<file path="src/rtl/ps2_rx_pkg.sv">
// Shared types and helpers for the PS/2 receiver: parity modes, FSM states, frame length.
package ps2_rx_pkg;

   localparam int unsigned PAR_NONE = 0;
   localparam int unsigned PAR_ODD  = 1;
   localparam int unsigned PAR_EVEN = 2;

   typedef enum logic [1:0] {IDLE, DATA, PAR, STOP} rx_state_e;

   // Start + payload + optional parity + stop.
   function automatic int unsigned frame_bits(input int unsigned data_bits,
                                              input int unsigned parity_mode);
      return data_bits + ((parity_mode != PAR_NONE) ? 32'd3 : 32'd2);
   endfunction

endpackage

</file>
<file path="src/rtl/ps2_rx_fifo_sync_fifo.sv">
// First-word-fall-through synchronous FIFO with a registered head; level counts every stored entry.
module sync_fifo #(
   parameter int unsigned WIDTH = 10,
   parameter int unsigned DEPTH = 8
) (
   input  logic                     clk,
   input  logic                     rst_n,
   input  logic                     push,
   input  logic [WIDTH-1:0]         wdata,
   input  logic                     pop,
   output logic [WIDTH-1:0]         rdata,
   output logic                     full,
   output logic                     empty,
   output logic [$clog2(DEPTH):0]   level
);
   localparam int unsigned AW = $clog2(DEPTH);
   localparam int unsigned LW = AW + 1;

   logic [WIDTH-1:0] mem [DEPTH];
   logic [AW-1:0]    wptr, rptr, rptr_nxt_c;
   logic [LW-1:0]    lvl_nxt_c, lvl_after_pop_c;
   logic             do_push_c, do_pop_c;

   // A push into a full FIFO is accepted only when the head leaves on the same edge.
   assign do_pop_c        = pop & ~empty;
   assign do_push_c       = push & (~full | do_pop_c);
   assign rptr_nxt_c      = rptr + AW'(do_pop_c);
   assign lvl_after_pop_c = level - LW'(do_pop_c);
   assign lvl_nxt_c       = lvl_after_pop_c + LW'(do_push_c);

   always_ff @(posedge clk) begin
      if (do_push_c) mem[wptr] <= wdata;
   end

   always_ff @(posedge clk or negedge rst_n) begin
      if (!rst_n) begin
         wptr  <= '0;
         rptr  <= '0;
         level <= '0;
         full  <= 1'b0;
         empty <= 1'b1;
         rdata <= '0;
      end else begin
         if (do_push_c) wptr <= wptr + AW'(1);
         rptr  <= rptr_nxt_c;
         level <= lvl_nxt_c;
         full  <= (lvl_nxt_c == LW'(DEPTH));
         empty <= (lvl_after_pop_c == '0);
         if (lvl_after_pop_c != '0) rdata <= mem[rptr_nxt_c];
      end
   end

endmodule

</file>
<file path="src/rtl/ps2_rx_fifo.sv">
// PS/2-style receiver: sync + glitch filter, frame FSM with parity/stop/timeout checks, FWFT FIFO.
// Optional statistics counters are built when PS2_RX_STATS_EN is defined.
module ps2_rx_fifo
   import ps2_rx_pkg::*;
#(
   parameter int unsigned DATA_BITS      = 8,
   parameter int unsigned PARITY_MODE    = 1,
   parameter int unsigned FILTER_LEN     = 4,
   parameter int unsigned TIMEOUT_CYCLES = 2000,
   parameter int unsigned DEPTH          = 8
) (
   input  logic                   clk,
   input  logic                   reset_n,
   input  logic                   ps2_clk,
   input  logic                   ps2_dat,
   output logic [DATA_BITS-1:0]   out_data,
   output logic                   out_perr,
   output logic                   out_ferr,
   output logic                   out_valid,
   input  logic                   out_ready,
   output logic                   ovf,
   input  logic                   ovf_clr,
   output logic [$clog2(DEPTH):0] level
`ifdef PS2_RX_STATS_EN
   ,
   input  logic                   stats_clr,
   output logic [15:0]            stat_frames,
   output logic [15:0]            stat_perr,
   output logic [15:0]            stat_ferr
`endif
);
   localparam int unsigned FW = $clog2(FILTER_LEN);
   localparam int unsigned BW = $clog2(DATA_BITS + 1);
   localparam int unsigned TW = $clog2(TIMEOUT_CYCLES + 1);
   localparam int unsigned EW = DATA_BITS + 2;

   logic [1:0]           rst_sync;
   logic                 rst_n;
   logic [1:0]           clk_sync, dat_sync;
   logic [1:0]           raw_c, filt;
   logic [FW-1:0]        fcnt [2];
   logic                 fclk_q, strobe_c, sdat_c;
   rx_state_e            state;
   logic [BW-1:0]        bit_cnt;
   logic [DATA_BITS-1:0] shreg;
   logic                 perr_q, xr_c;
   logic [TW-1:0]        tmo_cnt;
   logic                 push_q, fifo_empty, fifo_full, drop_c;
   logic [EW-1:0]        push_data_q, fifo_rdata;

   // Asynchronous assert, synchronous release of the internal reset.
   always_ff @(posedge clk or negedge reset_n) begin
      if (!reset_n) rst_sync <= 2'b00;
      else          rst_sync <= {rst_sync[0], 1'b1};
   end
   assign rst_n = rst_sync[1];

   always_ff @(posedge clk or negedge rst_n) begin
      if (!rst_n) begin
         clk_sync <= 2'b11;
         dat_sync <= 2'b11;
      end else begin
         clk_sync <= {clk_sync[0], ps2_clk};
         dat_sync <= {dat_sync[0], ps2_dat};
      end
   end
   assign raw_c = {dat_sync[1], clk_sync[1]};

   // Filtered line flips only after FILTER_LEN consecutive opposite samples.
   always_ff @(posedge clk or negedge rst_n) begin
      if (!rst_n) begin
         filt    <= 2'b11;
         fcnt[0] <= '0;
         fcnt[1] <= '0;
      end else begin
         for (int i = 0; i < 2; i++) begin
            if (raw_c[i] == filt[i]) begin
               fcnt[i] <= '0;
            end else if (fcnt[i] == FW'(FILTER_LEN - 1)) begin
               filt[i] <= raw_c[i];
               fcnt[i] <= '0;
            end else begin
               fcnt[i] <= fcnt[i] + FW'(1);
            end
         end
      end
   end

   always_ff @(posedge clk or negedge rst_n) begin
      if (!rst_n) fclk_q <= 1'b1;
      else        fclk_q <= filt[0];
   end
   assign strobe_c = fclk_q & ~filt[0];
   assign sdat_c   = filt[1];
   assign xr_c     = (^shreg) ^ sdat_c;

   always_ff @(posedge clk or negedge rst_n) begin
      if (!rst_n) begin
         state       <= IDLE;
         bit_cnt     <= '0;
         shreg       <= '0;
         perr_q      <= 1'b0;
         tmo_cnt     <= '0;
         push_q      <= 1'b0;
         push_data_q <= '0;
      end else begin
         push_q <= 1'b0;
         if (state == IDLE) begin
            tmo_cnt <= '0;
            if (strobe_c && !sdat_c) begin
               state   <= DATA;
               bit_cnt <= '0;
               shreg   <= '0;
               perr_q  <= 1'b0;
            end
         end else if (strobe_c) begin
            tmo_cnt <= '0;
            case (state)
               DATA: begin
                  shreg   <= {sdat_c, shreg[DATA_BITS-1:1]};
                  bit_cnt <= bit_cnt + BW'(1);
                  if (bit_cnt == BW'(DATA_BITS - 1))
                     state <= (PARITY_MODE != PAR_NONE) ? PAR : STOP;
               end
               PAR: begin
                  perr_q <= (PARITY_MODE == PAR_EVEN) ? xr_c : ~xr_c;
                  state  <= STOP;
               end
               STOP: begin
                  push_q      <= 1'b1;
                  push_data_q <= {shreg, perr_q, ~sdat_c};
                  state       <= IDLE;
               end
               default: state <= IDLE;
            endcase
         end else if (tmo_cnt == TW'(TIMEOUT_CYCLES - 1)) begin
            // Line clock stalled mid-frame: flush what was shifted so far as a framing error.
            push_q      <= 1'b1;
            push_data_q <= {shreg, 1'b0, 1'b1};
            state       <= IDLE;
            tmo_cnt     <= '0;
         end else begin
            tmo_cnt <= tmo_cnt + TW'(1);
         end
      end
   end

   sync_fifo #(.WIDTH(EW), .DEPTH(DEPTH)) u_fifo (
      .clk   (clk),
      .rst_n (rst_n),
      .push  (push_q),
      .wdata (push_data_q),
      .pop   (out_ready),
      .rdata (fifo_rdata),
      .full  (fifo_full),
      .empty (fifo_empty),
      .level (level)
   );

   assign {out_data, out_perr, out_ferr} = fifo_rdata;
   assign out_valid = ~fifo_empty;
   assign drop_c    = push_q & fifo_full & ~(out_ready & out_valid);

   always_ff @(posedge clk or negedge rst_n) begin
      if (!rst_n)       ovf <= 1'b0;
      else if (drop_c)  ovf <= 1'b1;
      else if (ovf_clr) ovf <= 1'b0;
   end

`ifdef PS2_RX_STATS_EN
   always_ff @(posedge clk or negedge rst_n) begin
      if (!rst_n) begin
         stat_frames <= '0;
         stat_perr   <= '0;
         stat_ferr   <= '0;
      end else if (stats_clr) begin
         stat_frames <= '0;
         stat_perr   <= '0;
         stat_ferr   <= '0;
      end else if (push_q) begin
         if (stat_frames != 16'hFFFF) stat_frames <= stat_frames + 16'd1;
         if (push_data_q[1] && stat_perr != 16'hFFFF) stat_perr <= stat_perr + 16'd1;
         if (push_data_q[0] && stat_ferr != 16'hFFFF) stat_ferr <= stat_ferr + 16'd1;
      end
   end
`endif

endmodule

</file>
<file path="config.mk">
export PLATFORM = sky130hd
export DESIGN_NAME = ps2_rx_fifo
export DESIGN_NICKNAME = d
export VERILOG_FILES = /design/src/rtl/ps2_rx_pkg.sv /design/src/rtl/ps2_rx_fifo_sync_fifo.sv /design/src/rtl/ps2_rx_fifo.sv
export SDC_FILE = /design/constraint.sdc
export NUM_CORES = 1
export LEC_CHECK = 0
export CORE_MARGIN = 1
export CORE_UTILIZATION = 50
export DETAILED_ROUTE_END_ITERATION = 8
export GPL_TIMING_DRIVEN = 0
export PLACE_DENSITY = 0.67
export SYNTH_ARGS = -nofsm -noshare
export SYNTH_HDL_FRONTEND = slang
export SYNTH_SLANG_ARGS = --single-unit
export TNS_END_PERCENT = 20
</file>
<file path="constraint.sdc">
create_clock -name clk -period 3.2 [get_ports clk]
set_clock_uncertainty 0.1 [all_clocks]
set_input_delay 0.48 -clock clk [delete_from_list [all_inputs] [get_ports clk]]
set_output_delay 0.48 -clock clk [all_outputs]
set_load 0.01 [all_outputs]
</file>
==> metrics.yaml, run 1 <==
placement:
  place_congestion: 0.769
  placement.io_buffers: 21
  dp_hpwl_um: 7170
cts:
  cts_post_setup_buffers_inserted: 0
  cts_tree: "built"
  cts.clk_slew.worst_paths_ps: 60
  post_cts_hold_buffer_count: 0
  resize_count_post_cts: 0
  clock-root-buffer: "clkbuf_16"
  max-clock-path-buffers: 2
  cts_buffers: 17
  clock_tree.htree_level_count: 4
  clock_latency_ps: 420
  clock_sink_count: 153
detailed_routing:
  first_iter_violations: 230
  wl_um: 10800
  via_count: 3567
  drt_pass1_iterations: 4
  detail_route.vias_per_cell: 5.29
  drtAntennaViolNets: 0
  routedWlPerCell_um: 16.1
  drc: 0
critical_path:
  timing.critical_path.arrival_ps: 2600
  worstRegToRegCells: 8
  worstPathMaxFanout: 10
  required_ps: 3130
  timing.critical_path.from_type: "input pin"
  worst_setup_path_end_kind: "register"
  worstSetupPathType: "in -> reg"
synthesis:
  yosysSeqAreaShare_pct: 67.9
  synth_compound_gate_area_share_pct: 5.41
  netlist_top_cells_count: "edfxtp_1, dfrtp_1, nand2_1, nor2_1"
  synth.cell_area_um2: 6250
  synth-simple-area-share_pct: 11.7
  synth_top_area_share_pct: 38.5
  dominant_combinational_cell_family_by_area_after_synthesis: "simple AND/OR/NAND/NOR gates"
  synth_top_cell_by_area: "edfxtp_1"
  synthesis.yosys.warnings: 0
  area_contributors_post_synth: "edfxtp_1, dfrtp_1, mux2i_1"
  ys_async_sr_fraction_pct: 47.7
  synth-edff-count: 80
  synthFlopType: "edfxtp_1"
  yosysMostFrequentCell: "edfxtp_1"
  count_of_state_elements_after_synthesis: 153
  synthDistinctLibCells: 49
  syn-num-nets: 471
  synthCells: 452
  mux_cell_area_share_after_synthesis_pct: 6.31
  synthAdderAreaFrac_pct: 2.60
  xor_xnor_fraction_of_synth_area_pct: 3.77
  postSynthAreaPerCell_um2: 13.8
pwr:
  power.density_cell_area_nw_per_um2: 919
  worst_ir_drop_vdd_v: 0.000427
  cell_leakage_power_uw: 0.00302
  finalPower_uw: 6730
sta:
  report.final.hold_viol_count: 0
  worst_pin_slew_ps: 1010
  grt_setup_unrepaired: "no"
  setup_violations: 0
  final.period_utilization_pct: 83.3
  max_slew_margin_pct: 32.4
  post-route-min-period_ps: 2670
  timing_max_transition_violations_final: 0
  fmaxAchievable_mhz: 375
layout:
  layout-drive-gt1-share_pct: 13.2
  fin_util_pct: 60.5
  insertedDiodeCount: 0
  layout_net_count: 512
  syn_to_final_growth_pct: 17.3
  nFillCells: 979
  multi_input_comb_area_um2: 1870
  register_area_um2: 4240
floorplanning:
  start_util_pct: 51.6
  floorplan.io_pins: 22
  fp.coreArea_um2: 12100
  die_w_um: 114
  row_count: 40
  die_area_um2: 12900
  die_h_um: 114
global_route:
  grt_remaining_overflow: 0
  grt_start_max_net_pins: 61
  wire_length_of_the_first_global_routing_pass_um: 17600
  globalRouteMet1Util_pct: 24.1
  grt-busiest-layer: "met2"
  global_route_total_usage_across_every_layer_pct: 18.7
  grt_pass1_vias: 3456
  groute.layer.met2.usage_pct: 30.2
  gr-usage-met3_pct: 4.62
  grt_antenna_before_repair: 0
flow_run:
  max_cap_viol_count: 0
min_path:
  holdCritPathClass: "reg -> async"
run_status:
  outcome: "finished, final reports clean"
## flip-flops by register name, indices dropped and copies added (netlist names), 2 cells and up
register / count
u_fifo.mem: 80
push_data_q: 10
u_fifo.rptr: 3
filt: 2
u_fifo.wptr: 3
fcnt: 4
dat_sync: 2
u_fifo.rdata: 10
clk_sync: 2
rst_sync: 2
u_fifo.level: 4
shreg: 8
state: 2
tmo_cnt: 11
bit_cnt: 4
## worst paths after layout
path | endpoint | slack, ps | start
min in group clk | rst_sync[1] | 250 | rst_sync[0]
hold reg to reg | u_fifo.rdata[8] | 90 | rst_sync[1]
hold / removal | u_fifo.rdata[8] | 90 | rst_sync[1]
max in group asynchronous | fclk_q | 2310 | rst_sync[1]
setup / recovery | u_fifo.mem[7][9] | 530 | out_ready
setup reg to reg | u_fifo.rdata[7] | 580 | u_fifo.empty
## layout by cell type, fill, tap and decap left out, types with 10 or more instances in the layout
cell type and instances:
edfxtp_1 80, a22oi_1 10, a41o_1 10, inv_1 12, xnor2_1 17, nand3_1 24
mux2i_1 24, clkbuf_16 17, dfrtp_1 64, nand2_1 54, nor2_1 26, ha_1 13
clkdlybuf4s50_1 21, and3_1 14, clkbuf_1 12
## cells by family after synthesis
group,after synthesis
adders and majority gates,13
other,1
AOI/OAI and AO/OA,43
DFF,153
and+or+nand+nor,149
muxes,36
xor gates and xnor gates,26
buffers and inverters,31
## per-stage QoR
| step | hold slack (ps) | instances | setup slack (ps) | area (um2) | setup TNS (ps) |
|---|---|---|---|---|---|
| 2_1_floorplan | 84.4 | 452 | 902 | 6250 | 0 |
| 3_3_place_gp | 237 | 641 | -177 | 6670 | -3340 |
| 3_5_place_dp | 93.2 | 642 | 95.6 | 6710 | 0 |
| 4_1_cts | 99.3 | 674 | 551 | 7330 | 0 |
| 5_1_grt | 113 | 674 | 395 | 7330 | 0 |
| 6_report | 93.5 | 674 | 533 | 7330 | 0 |
## where the power goes
part           switching (uW)  internal (uW)  leakage (uW)
Sequential                192           2360       0.00169
Clock                     745           1320      0.000292
Combinational            1180            929       0.00104
Total                    2120           4610       0.00302
## area by class of cell
| cell class | instances | share of cell area, % |
|---|---|---|
| plain buffers | 18 | 1.30 |
| clock inverters | 12 | 2.37 |
| inverters | 13 | 0.666 |
| well taps | 168 | 2.87 |
| multi-input cells | 268 | 25.6 |
| repair buffers | 22 | 3.24 |
| clock buffers | 20 | 6.10 |
| flip-flops and latches | 153 | 57.9 |
## worst max-delay path: stages
cell             delay, ps
clkdlybuf4s50_1        500
nand2b_4                90
a21boi_1               470
nand2_1                230
nor2_1                 820
## metal layers
| layer | part of all wire [%] | wire length (um) |
|---|---|---|
| met2 | 48 | 5230 |
| met5 | 0 | 0 |
| met4 | 1.6 | 176 |
| met1 | 46 | 5010 |
| met3 | 3.7 | 399 |
No activity file was read; power rests on OpenSTA's default activity.
==> run 2: changes to the inputs <==
--- a/config.mk
+++ b/config.mk
@@ -9,7 +9,7 @@
 export CORE_UTILIZATION = 50
 export DETAILED_ROUTE_END_ITERATION = 8
 export GPL_TIMING_DRIVEN = 0
-export PLACE_DENSITY = 0.67
+export PLACE_DENSITY = 0.7
 export SYNTH_ARGS = -nofsm -noshare
 export SYNTH_HDL_FRONTEND = slang
 export SYNTH_SLANG_ARGS = --single-unit
==> constraint.sdc (replaced) <==
create_clock -name clk -period 2.44 [get_ports clk]
set_clock_uncertainty 0.1 [all_clocks]
set_input_delay 0.366 -clock clk [delete_from_list [all_inputs] [get_ports clk]]
set_output_delay 0.366 -clock clk [all_outputs]
set_load 0.01 [all_outputs]
==> run 2 against run 1 <==
Sequential share of layout area down 0.29 points; sequential power up 31%; worst setup slack worse by 460 ps; first-iteration DRC count up 21%; power up 31%; clock power up 29%; flip-flop and latch count unchanged; largest power group unchanged; critical path depth unchanged; cell count unchanged.
==> metrics.yaml, run 2 (same netlist as run 1, synthesis figures left out) <==
run_status:
  outcome: "finished, final reports clean"
layout:
  layout-drive-gt1-share_pct: 15.2
  layout.cells.most_common: "edfxtp_1"
  nFillCells: 963
  largest_reg_flops: 80
  layout_net_count: 512
  layout.cells.most_common_list: "edfxtp_1, dfrtp_1, nand2_1, mux2i_1, nand3_1"
  largest_register: "u_fifo.mem"
  layout.cells.non_filler: 674
  insertedDiodeCount: 0
  largestRegisters: "u_fifo.mem x80, tmo_cnt x11"
  syn_to_final_growth_pct: 17.9
pwr:
  worst_ir_drop_vdd_v: 0.000544
  cell_leakage_power_uw: 0.00301
  power.density_cell_area_nw_per_um2: 1200
floorplanning:
  fp.coreArea_um2: 12100
  die_area_um2: 12900
  die_w_um: 114
  die_h_um: 114
  floorplan.io_pins: 22
  row_count: 40
  start_util_pct: 51.6
cts:
  clock_tree.htree_level_count: 4
  cts_tree: "built"
  clock_sink_count: 153
  cts.clk_slew.worst_paths_ps: 60
  cts_post_setup_buffers_inserted: 0
  max-clock-path-buffers: 2
  clock-root-buffer: "clkbuf_16"
  clock_latency_ps: 420
  cts_buffers: 17
placement:
  dp_hpwl_um: 7310
  post-place-ws_ps: -570
  post_place_cells: 642
  placement.io_buffers: 21
  place_congestion: 0.779
sta:
  holdWs_ps: 140
  max_slew_margin_pct: 55.7
  grt_setup_unrepaired: "yes"
  setup_violations: 0
  report.final.hold_viol_count: 0
  final.period_utilization_pct: 97.2
  fmaxAchievable_mhz: 422
  timing_max_transition_violations_final: 0
  post-route-min-period_ps: 2370
  worst_pin_slew_ps: 663
  setup_slack_ps: 69.3
critical_path:
  worstPathMaxFanout: 10
  crit-reg2reg-launch: "u_fifo.empty"
  timing.critical_path.arrival_ps: 2320
  cells_traversed_along_the_worst_timing_path: "clkdlybuf4s50_1 -> nand2b_4 -> a21boi_1 -> nand2_1 -> nor2_2"
  critical_path_cell_with_the_highest_stage_delay: "nor2_2"
  worstRegToRegCells: 4
  timing.critical_path.from_type: "input pin"
  worstSetupPathType: "in -> reg"
  reg2reg_slack_ps: 80
  slowest_delay_ps: 600
  required_ps: 2390
  worst_setup_path_end_kind: "register"
  crit_path_start: "out_ready"
detailed_routing:
  drc: 0
  via_count: 3591
  drtAntennaViolNets: 0
  drt_pass1_iterations: 4
  first_iter_violations: 279
  routedWlPerCell_um: 16.5
  detail_route.vias_per_cell: 5.33
  wl_um: 11100
min_path:
  holdCritPathClass: "reg -> async"
flow_run:
  max_cap_viol_count: 0
global_route:
  global_route_total_usage_across_every_layer_pct: 19.1
  grt_antenna_before_repair: 0
  grt_remaining_overflow: 0
  wire_length_of_the_first_global_routing_pass_um: 18300
  grt_start_max_net_pins: 51
  grt_pass1_vias: 3641
run 2: timing repair:
item / CTS / global route
gates resized for setup: 5 / 8
hold endpoints to repair: 2 / 0
pin swaps: 0 / 0
hold buffers: 1 / 0
endpoints found under the setup margin: 50 / 50
run 2: layer usage:
metal  part of all wire, %  up-vias  global-route usage (%)
li1                      -     1716                       -
met1                    44     1779                    23.8
met2                    50       82                    32.3
met3                   4.1       14                    3.67
met4                   2.0        0                    9.21
met5                     0        -                       0
run 2: final timing paths:
check	end
worst max-delay path	u_fifo.mem[7][2]
worst min-delay path	shreg[5]
worst max register to register	u_fifo.mem[7][2]
worst min register to register	shreg[5]
max in group asynchronous	filt[1]
min in group clk	clk_sync[0]
run 2: area by class of cell:
class                   instances  area [um2]  share of cell area, %
flip-flops and latches        153        4240                   57.6
multi-input cells             268        1910                   26.0
clock buffers                  19         443                   6.01
repair buffers                 23         248                   3.36
well taps                     168         210                   2.85
clock inverters                13         169                   2.29
plain buffers                  17        92.6                   1.26
inverters                      13        48.8                  0.662
run 2: report_power, final:
part	total (uW)	switching (uW)	internal [uW]	leakage, uW
registers	3350	252	3100	0.00169
logic	2810	1570	1240	0.00103
clock network	2670	1030	1640	0.000288
run 2: critical path: cells and delay by family:
family / cells / cell delay [ps]
AOI/OAI and AO/OA: 1 / 460
and+or+nand+nor: 3 / 990
buffers and inverters: 1 / 500
run 2: per-stage QoR:
stage | utilization (%) | power [uW] | cell area [um2] | setup TNS, ps
after floorplan | - | 5280 | 6250 | 0
after global placement | 55.0 | 6080 | 6670 | -90440
after detailed placement | 55.4 | 6170 | 6710 | -41530
after CTS | 60.6 | 8880 | 7340 | -301
after global routing | 60.8 | 9300 | 7370 | -532
final | 60.8 | 8830 | 7370 | 0
